### src/rtl/rfsoc_config.sv
// Shared RFSoC configuration: DAC stream widths, channel limits and the loader state encoding.
package rfsoc_config;

    localparam int unsigned DAC_AXIS_W = 256;
    localparam int unsigned MAX_DAC_CH = 16;

    typedef enum logic [1:0] {
        IDLE,
        SEEK,
        STREAM,
        DONE
    } load_state_t;

    // Index width for an n-entry vector; never narrower than one bit.
    function automatic int unsigned idx_width(input int unsigned n);
        return (n > 1) ? $clog2(n) : 1;
    endfunction

endpackage

### src/rtl/lowest_set_idx.sv
// Priority encoder: index of the lowest set bit of vec, plus a flag that any bit is set.
module lowest_set_idx #(
    parameter int unsigned W     = 16,
    parameter int unsigned IDX_W = 4
) (
    input  logic [W-1:0]     vec,
    output logic [IDX_W-1:0] idx,
    output logic             valid
);

    // Scan from the top so the lowest set bit is the last to assign.
    always_comb begin
        idx   = '0;
        valid = 1'b0;
        for (int i = W - 1; i >= 0; i--) begin
            if (vec[i]) begin
                idx   = IDX_W'(i);
                valid = 1'b1;
            end
        end
    end

endmodule

### src/rtl/dac_load_sequencer.sv
// Steers load_len beats from the PS stream to each enabled DAC channel in ascending order.
// Optional tlast/length cross-check enabled by defining DAC_LOAD_TLAST_CHECK_EN.
module dac_load_sequencer
    import rfsoc_config::*;
#(
    parameter int unsigned NUM_CH = 16,
    parameter int unsigned LEN_W  = 16
) (
    input  logic                  clk,
    input  logic                  rst,
    input  logic                  start,
    input  logic                  abort,
    input  logic [NUM_CH-1:0]     ch_mask,
    input  logic [LEN_W-1:0]      load_len,
    input  logic [DAC_AXIS_W-1:0] s_axis_tdata,
    input  logic                  s_axis_tvalid,
    input  logic                  s_axis_tlast,
    output logic                  s_axis_tready,
    output logic [DAC_AXIS_W-1:0] m_axis_tdata,
    output logic [NUM_CH-1:0]     m_axis_tvalid,
    input  logic [NUM_CH-1:0]     m_axis_tready,
    output logic [NUM_CH-1:0]     loaded,
    output logic                  busy,
    output logic                  done,
    output logic                  err
);

    localparam int unsigned CUR_W = idx_width(NUM_CH);

    load_state_t       state_q, state_d;
    logic [NUM_CH-1:0] pend_q, pend_d;
    logic [NUM_CH-1:0] loaded_q, loaded_d;
    logic [LEN_W-1:0]  len_q, len_d;
    logic [LEN_W-1:0]  beat_cnt_q, beat_cnt_d;
    logic              err_q, err_d;
    logic              busy_q;

    logic [CUR_W-1:0]  cur;
    logic              cur_valid;
    logic              stream_hs;
    logic              final_beat;
    logic              mismatch;

    lowest_set_idx #(
        .W     (NUM_CH),
        .IDX_W (CUR_W)
    ) u_lowest_set_idx (
        .vec   (pend_q),
        .idx   (cur),
        .valid (cur_valid)
    );

    assign stream_hs  = (state_q == STREAM) && s_axis_tvalid && m_axis_tready[cur];
    assign final_beat = (beat_cnt_q == len_q - LEN_W'(1));

`ifdef DAC_LOAD_TLAST_CHECK_EN
    assign mismatch = stream_hs && (s_axis_tlast != final_beat);
`else
    logic unused_tlast;
    assign unused_tlast = s_axis_tlast;
    assign mismatch     = 1'b0;
`endif

    always_comb begin
        state_d       = state_q;
        pend_d        = pend_q;
        loaded_d      = loaded_q;
        len_d         = len_q;
        beat_cnt_d    = beat_cnt_q;
        err_d         = err_q;
        s_axis_tready = 1'b0;
        m_axis_tvalid = '0;

        unique case (state_q)
            IDLE: begin
                if (start && !abort) begin
                    pend_d   = ch_mask;
                    len_d    = load_len;
                    loaded_d = '0;
                    err_d    = 1'b0;
                    state_d  = SEEK;
                end
            end
            SEEK: begin
                if (!cur_valid) begin
                    state_d = DONE;
                end else if (len_q == '0) begin
                    loaded_d[cur] = 1'b1;
                    pend_d[cur]   = 1'b0;
                end else begin
                    beat_cnt_d = '0;
                    state_d    = STREAM;
                end
            end
            STREAM: begin
                m_axis_tvalid[cur] = s_axis_tvalid;
                s_axis_tready      = m_axis_tready[cur];
                if (stream_hs) begin
                    beat_cnt_d = beat_cnt_q + LEN_W'(1);
                    if (mismatch) begin
                        err_d = 1'b1;
                    end
                    if (final_beat) begin
                        loaded_d[cur] = 1'b1;
                        pend_d[cur]   = 1'b0;
                        // A tlast error anywhere in this block ends the pass early.
                        state_d       = (err_q || mismatch) ? DONE : SEEK;
                    end
                end
            end
            DONE: begin
                state_d = IDLE;
            end
            default: begin
                state_d = IDLE;
            end
        endcase

        // Abort keeps the beat count but discards any completion from this cycle.
        if (abort && (state_q != IDLE)) begin
            state_d  = IDLE;
            pend_d   = pend_q;
            loaded_d = loaded_q;
        end
    end

    always_ff @(posedge clk) begin
        if (rst) begin
            state_q    <= IDLE;
            pend_q     <= '0;
            loaded_q   <= '0;
            len_q      <= '0;
            beat_cnt_q <= '0;
            err_q      <= 1'b0;
            busy_q     <= 1'b0;
        end else begin
            state_q    <= state_d;
            pend_q     <= pend_d;
            loaded_q   <= loaded_d;
            len_q      <= len_d;
            beat_cnt_q <= beat_cnt_d;
            err_q      <= err_d;
            busy_q     <= (state_d != IDLE);
        end
    end

    assign m_axis_tdata = s_axis_tdata;
    assign loaded       = loaded_q;
    assign busy         = busy_q;
    assign done         = (state_q == DONE);
    assign err          = err_q;

endmodule

### config.mk
export PLATFORM = sky130hd
export DESIGN_NAME = dac_load_sequencer
export DESIGN_NICKNAME = d
export VERILOG_FILES = /design/src/rtl/rfsoc_config.sv /design/src/rtl/lowest_set_idx.sv /design/src/rtl/dac_load_sequencer.sv
export SDC_FILE = /design/constraint.sdc
export NUM_CORES = 1
export LEC_CHECK = 0
export CAP_MARGIN = 10
export CORE_AREA = 2 2 236 238
export DETAILED_ROUTE_END_ITERATION = 12
export DIE_AREA = 0 0 238 240
export SYNTH_ARGS = -nofsm -noshare
export SYNTH_HDL_FRONTEND = slang
export SYNTH_HIERARCHICAL = 1
export SYNTH_SLANG_ARGS = --single-unit
export TNS_END_PERCENT = 30
### constraint.sdc
create_clock -name clk -period 3.12 [get_ports clk]
set_clock_uncertainty 0.1 [all_clocks]
set_input_delay 0.468 -clock clk [delete_from_list [all_inputs] [get_ports clk]]
set_output_delay 0.468 -clock clk [all_outputs]
set_load 0.02 [all_outputs]
* After elaboration in Yosys (flattened, before gate mapping) *
Index checks and enable logic that the tools add are counted.

storage, ports and cells
  register bits = 67
  bits of input ports = 310

operators by class
  mux-type cells = 61
  add/subtract/negate cells = 2
  order comparisons = 2
  reductions and logical operators = 15
  equality and inequality tests = 10
  bitwise gates (word level) = 5

operators by type and width
  cell                                                                    number
  16-bit two-way mux                                                      14
  16-bit one-hot mux with 3 select lines                                  2
  4-bit two-way mux                                                       16
  16-bit bitwise AND                                                      2
  16-bit one-hot mux with 2 select lines                                  1
  1-bit two-way mux                                                       19
  16-bit by 1-bit adder with 16-bit output (second input constant)        1
  16-bit == test                                                          1
  16-bit logical NOT                                                      1
  16-bit inverter                                                         1
  16-bit OR                                                               1
  16-bit by 1-bit subtractor with 16-bit output (second input constant)   1
  2-bit two-way mux                                                       6
  2-bit != test (second input constant)                                   6
  2-bit one-hot mux with 4 select lines                                   1
  7-bit AND reduction                                                     1
  2-bit nonzero test                                                      3
  1-bit logical AND                                                       5
  4-bit by 5-bit < comparator with 1-bit output (second input constant)   1
  1-bit binary-select mux with 4-bit select                               1
  1-bit demux with 4-bit select                                           1
  2-bit == test (second input constant)                                   2
  4-bit by 1-bit >= comparator with 1-bit output (second input constant)  1
  4-bit AND reduction                                                     1
  6 further kinds                                                         6

* Logic depth before layout (Yosys ltp) *
  word-level depth = 25
  mapped depth = 13
  gate-level depth less buffers = 11

* Modules after synthesis *
The synthesis kept the hierarchy.

by module, submodules not included
  module              cells each  area an instance (um^2)  instances
  dac_load_sequencer  746         5844.4                   1
  lowest_set_idx      33          178.9                    1

* Worst setup path after synthesis *
No wires, ideal clock.

  kind = register to register
  from = register pend_q[15]
  to = register loaded_q[10], in the netlist loaded[10]
  data arrival time = 3.029 ns
  data required time = 2.886 ns
  slack = -0.143 ns
  setup time = 0.134 ns
  period minus slack after synthesis = 3.263 ns
  cell stages (with the launch flop) = 14
  path through = dfxtp_1 -> nor2_1 -> nor3_1 -> o31ai_1 -> a31oi_1 -> buf_2 -> mux4_2 -> mux4_2 -> nand2_1 -> nand4bb_1 -> or4_4 -> a211oi_4 -> buf_4 -> a211oi_1

between the ends
  cells in the longest elaborated chain, start to end = 24

ends and longest elaborated chain
  element                                                                                                                                       line                                                 text
  from (decl)                                                                                                                                   dac_load_sequencer.sv:31                             logic [NUM_CH-1:0] pend_q, pend_d;
  from (signal assigned)                                                                                                                        dac_load_sequencer.sv:138                            pend_q <= pend_d;
  4-bit two-way mux * (16 in series)                                                                                                            lowest_set_idx.sv:16                                 if (vec[i]) begin
  via cur[1]                                                                                                                                    dac_load_sequencer.sv:38                             logic [CUR_W-1:0] cur;
  4-bit by 5-bit < comparator with 1-bit output (not written as such) / 4-bit by 1-bit >= comparator with 1-bit output (equally long branches)  dac_load_sequencer.sv:88, dac_load_sequencer.sv:104
  1-bit logical AND (not written as such)                                                                                                       dac_load_sequencer.sv:88, dac_load_sequencer.sv:104
  1-bit two-way mux (not written as such)                                                                                                       dac_load_sequencer.sv:88, dac_load_sequencer.sv:104
  1-bit demux with 4-bit select                                                                                                                 dac_load_sequencer.sv:88, dac_load_sequencer.sv:104
  16-bit OR (no source line)                                                                                                                    --
  16-bit two-way mux (on tied branches)                                                                                                         dac_load_sequencer.sv:103, dac_load_sequencer.sv:87
  16-bit two-way mux (on tied branches)                                                                                                         dac_load_sequencer.sv:98, dac_load_sequencer.sv:85
  16-bit one-hot mux with 3 select lines                                                                                                        dac_load_sequencer.sv:74                             unique case (state_q)
  to (signal assigned)                                                                                                                          dac_load_sequencer.sv:139                            loaded_q <= loaded_d;
  to (decl)                                                                                                                                     dac_load_sequencer.sv:32                             logic [NUM_CH-1:0] loaded_q, loaded_d;

Mark *: on every way through the listed nets, which the timed path passes. The rest lies on a longest branch. The select of a mux whose other input is x is not followed.
A chain may end at the register's enable or synchronous reset.

* Worst setup path after layout *
  from = register pend_q[15]
  to = register loaded_q[0], in the netlist loaded[0]

The elaborated chain is that of the path after synthesis.

==> key figures <==
Hold path
  – Worst Hold Launch: loaded[15]
  – Hold depth: 2
  – Hold WC Path Type: flip-flop to flip-flop
  – Hold path endpoint: loaded[15]

Critical path
  – Path type of the worst setup path: flip-flop to flip-flop
  – CP Cell Sequence: nor2_4, nor3_2, o31ai_2, a31oi_4, buf_12, mux4_2, mux4_2, buf_6, nand2_2, nand4bb_4, or4_4, a211oi_4, buf_12, a211oi_1
  – Worst r2r dst: loaded[0]
  – Slowest Stage Delay on Critical Path: about 0.57 ns
  – Startpoint Class: flip-flop
  – Crit path capture type: flip-flop
  – Worst EP arrival: 3.56 ns
  – Reg2reg start: pend_q[15]
  – FF-to-FF setup slack: -0.31 ns
  – Worst-path fanout max: 16
  – Worst path required time: about 3.2 ns
  – Slowest CP cell: or4_4
  – R2R depth: 14

Final layout
  – Final net count: 966
  – Area Growth Syn to Fin: 11.9%
  – Final core utilization: 12.3%
  – Post-Layout Cell Count: roughly 1400
  – Share of cells above drive strength 1: a little over a fifth

Power
  – Leakage power: between 2 and 2.5 nW
  – Pint: 0.00205 W
  – Combinational cell fraction of total power: 36.3%
  – Overall Power: 0.00312 W
  – Max rail drop VDD: 0.265 mV
  – Clock Power Share: 33.6%
  – Sw power: roughly 0.0011 W
  – Sw frac: 34.4%
  – Cell Pwr Density: between 400 and 500 mW/mm^2
  – Seq pwr share: between 30% and 40%

Logic synthesis
  – Area share of the largest cell type after synthesis: between 30 and 40%
  – Synth Instances: between 700 and 800
  – Dominant cells by area after synthesis: buf_4, dfxtp_1, o211ai_1
  – Post-synth EDFFs: 0
  – Post-synth ARST share: 0%
  – Syn nets: ~1100
  – Post-synth top area cell: buf_4
  – Syn. warnings: 6
  – Seq/Total Area, Yosys: between 20 and 25%
  – Predominant post-synthesis flop cell: dfxtp_1
  – Cell Area, Synth: 0.00602 sq mm
  – Mean area per synthesized cell: a little under 8 sq um
  – Synthesized flop and latch total: 67
  – Distinct cells, synth: 57

Global route
  – First-pass GRT wire length: 31.0 mm
  – Vias in the first global route: slightly below 5000
  – All-layer global routing usage: 7.37%
  – Initial antenna violation count: 5
  – Largest net degree at the start of global routing: 35
  – GR Overflow Total: 0

Clock tree
  – Inserted Clock Buffers: 9
  – Root buffer cell: clkbuf_16
  – CTS Buffer Depth: 2
  – Clock transition at the registers of the reported paths: 0.07 ns
  – CTS tree: yes
  – CTS Sinks: 67
  – Clock latency on the worst-skew pair: ~0.34 ns
  – CTS H-tree depth: 3

Drt
  – DRT Wirelength: approximately 22 mm
  – Total iterations of the first detailed-routing run: 5
  – Residual DRC: 0
  – Final ANT Viol Nets: 0
  – DR WL/cell: between 15 and 20 microns
  – Drt initial violations: approximately 300
  – Vias per cell: 3.47
  – Vias: 4713

Die
  – Die ar.: 0.0571 sq mm
  – Die height: ~240 microns
  – Core area: ~0.055 sq mm
  – Initial Utilization: around 11%
  – Die Width: between 200 and 250 microns
  – I/O pin count: 602
  – Row count: 86

Timing
  – Period utilization: 110%
  – Setup Viol. Count Final: 48
  – Final min period: about 3.4 ns
  – Final Max Tran Viols: 0
  – Slew HR: 52.7%
  – Slew @ Worst Pin: 0.703 ns
  – Post-route setup slack: -0.314 ns
  – FMAX: just under 300 MHz
  – Final hold violation count: 0
  – RSZ-0062 raised after global routing: true

Status
  – Violated checks: setup timing
  – Status: finished with violations

Job
  – Max Cap Viol: 0

Placement
  – Gpl congestion: between 0.7 and 0.8
  – Placed insts: about 1300
  – # port buffers: 87
  – HPWL after DPL: around 18 mm
critical path, delay by kind of cell (launching register included):
family          cells  cell delay, ns
buf+inv             3            0.46
mux                 2            0.61
compound gates      4            0.75
simple gates        5            1.05
flops               1            0.34
state kept, by name, indices dropped and copies added (netlist names):
register,cells
beat_cnt_q,16
busy,1
len_q,16
loaded,16
pend_q,16
state_q,2
cell families (layout without fill, tap and decap cells):
| kind of cell | count (synthesis) | in the layout | share of synthesized area (%) |
|---|---|---|---|
| XOR/XNOR | 32 | 32 | 4.65 |
| AO/OA/AOI/OAI | 137 | 137 | 15.9 |
| other | 1 | 2 | 0.0623 |
| adder cells (fa/ha/maj) | 6 | 6 | 1.25 |
| AND/OR/NAND/NOR | 203 | 203 | 17.3 |
| buffers and inverters | 327 | 203 | 36.5 |
| multiplexers | 6 | 6 | 2.04 |
| flip-flops | 67 | 67 | 22.3 |
power groups by stage:
| stage | Clock [W] | Combinational (W) | Sequential [W] |
|---|---|---|---|
| floorplan | 0 | 0.00103 | 0.000971 |
| global placement | 0 | 0.00108 | 0.000955 |
| detailed placement | 0 | 0.00108 | 0.000957 |
| CTS | 0.00107 | 0.00114 | 0.000941 |
| global route | 0.00110 | 0.00124 | 0.000946 |
| finish | 0.00105 | 0.00113 | 0.000940 |
routing by layer:
metal  part of all wire (%)  GRT usage (%)  vias to the layer above
li1                       -              -                     2152
met1                     36           7.60                     2147
met2                     47           12.2                      327
met3                     13           4.55                       81
met4                    2.8           2.65                        6
met5                   0.13              0                        -
worst max-delay path by stage:
stage	start	to	cells after the start
4_1_cts	pend_q[15]	loaded[0]	14
3_3_place_gp	pend_q[14]	s_axis_tready	10
5_1_grt	pend_q[15]	loaded[4]	14
6_report	pend_q[15]	loaded[0]	14
2_1_floorplan	pend_q[15]	loaded[10]	13
3_5_place_dp	pend_q[14]	busy	14
cells in the mapped netlist (all sizes together), types with 2 or more instances:
master,number
and4,4
a22oi,2
or2,3
a31oi,3
o211ai,32
nand2,62
nor2b,4
nor3b,5
nand4,8
a21oi,26
xnor2,14
nand3b,3
nand3,18
and3,6
nand2b,5
nor4,7
dfxtp,67
o311ai,2
a211oi,17
xor2,18
nand4b,2
buf,267
o21ai,23
nor3,25
a2111oi,2
inv,30
mux4,5
nor2,45
or4,2
ha,6
clkbuf,29
o2111ai,19
repair_timing:
item                       CTS  global route
pin swaps                   26            10
setup endpoints to repair   67            64
setup buffers                4             3
resized for setup           41            40
hold buffers                 0             0
final cells by class:
cell class | instances | area, sq um
fill | 6249 | 47900
multi-input combinational | 385 | 2700
timing repair buffer | 156 | 1400
sequential | 67 | 1340
tap | 704 | 881
clock buffer | 9 | 225
inverter | 31 | 116
clock inverter | 7 | 77.6
antenna | 1 | 2.50
metrics by stage:
step	setup TNS [ns]	instance area (sq um)	hold WS, ns	setup slack (ns)
6_report	-10.79	6740	0.358	-0.314
5_1_grt	-17.07	6740	0.384	-0.434
4_1_cts	-14.10	6660	0.363	-0.351
3_5_place_dp	-21.93	6230	0.353	-0.566
3_3_place_gp	-20.85	6230	0.349	-0.517
2_1_floorplan	-1.25	6050	0.361	-0.0772
cells in the final DEF, fill, tap and decap left out, drive strengths merged, types with 6 or more instances in the layout:
cell and n:
buf 72, clkdlybuf4s50 70, dfxtp 67, nand2 62
nor2 45, o211ai 32, inv 31, a21oi 26
nor3 25, o21ai 23, o2111ai 19, xor2 18
nand3 18, a211oi 17, clkbuf 17, xnor2 14
nand4 8, nor4 7, ha 6, and3 6
No activity file was read; power rests on OpenSTA's default activity.
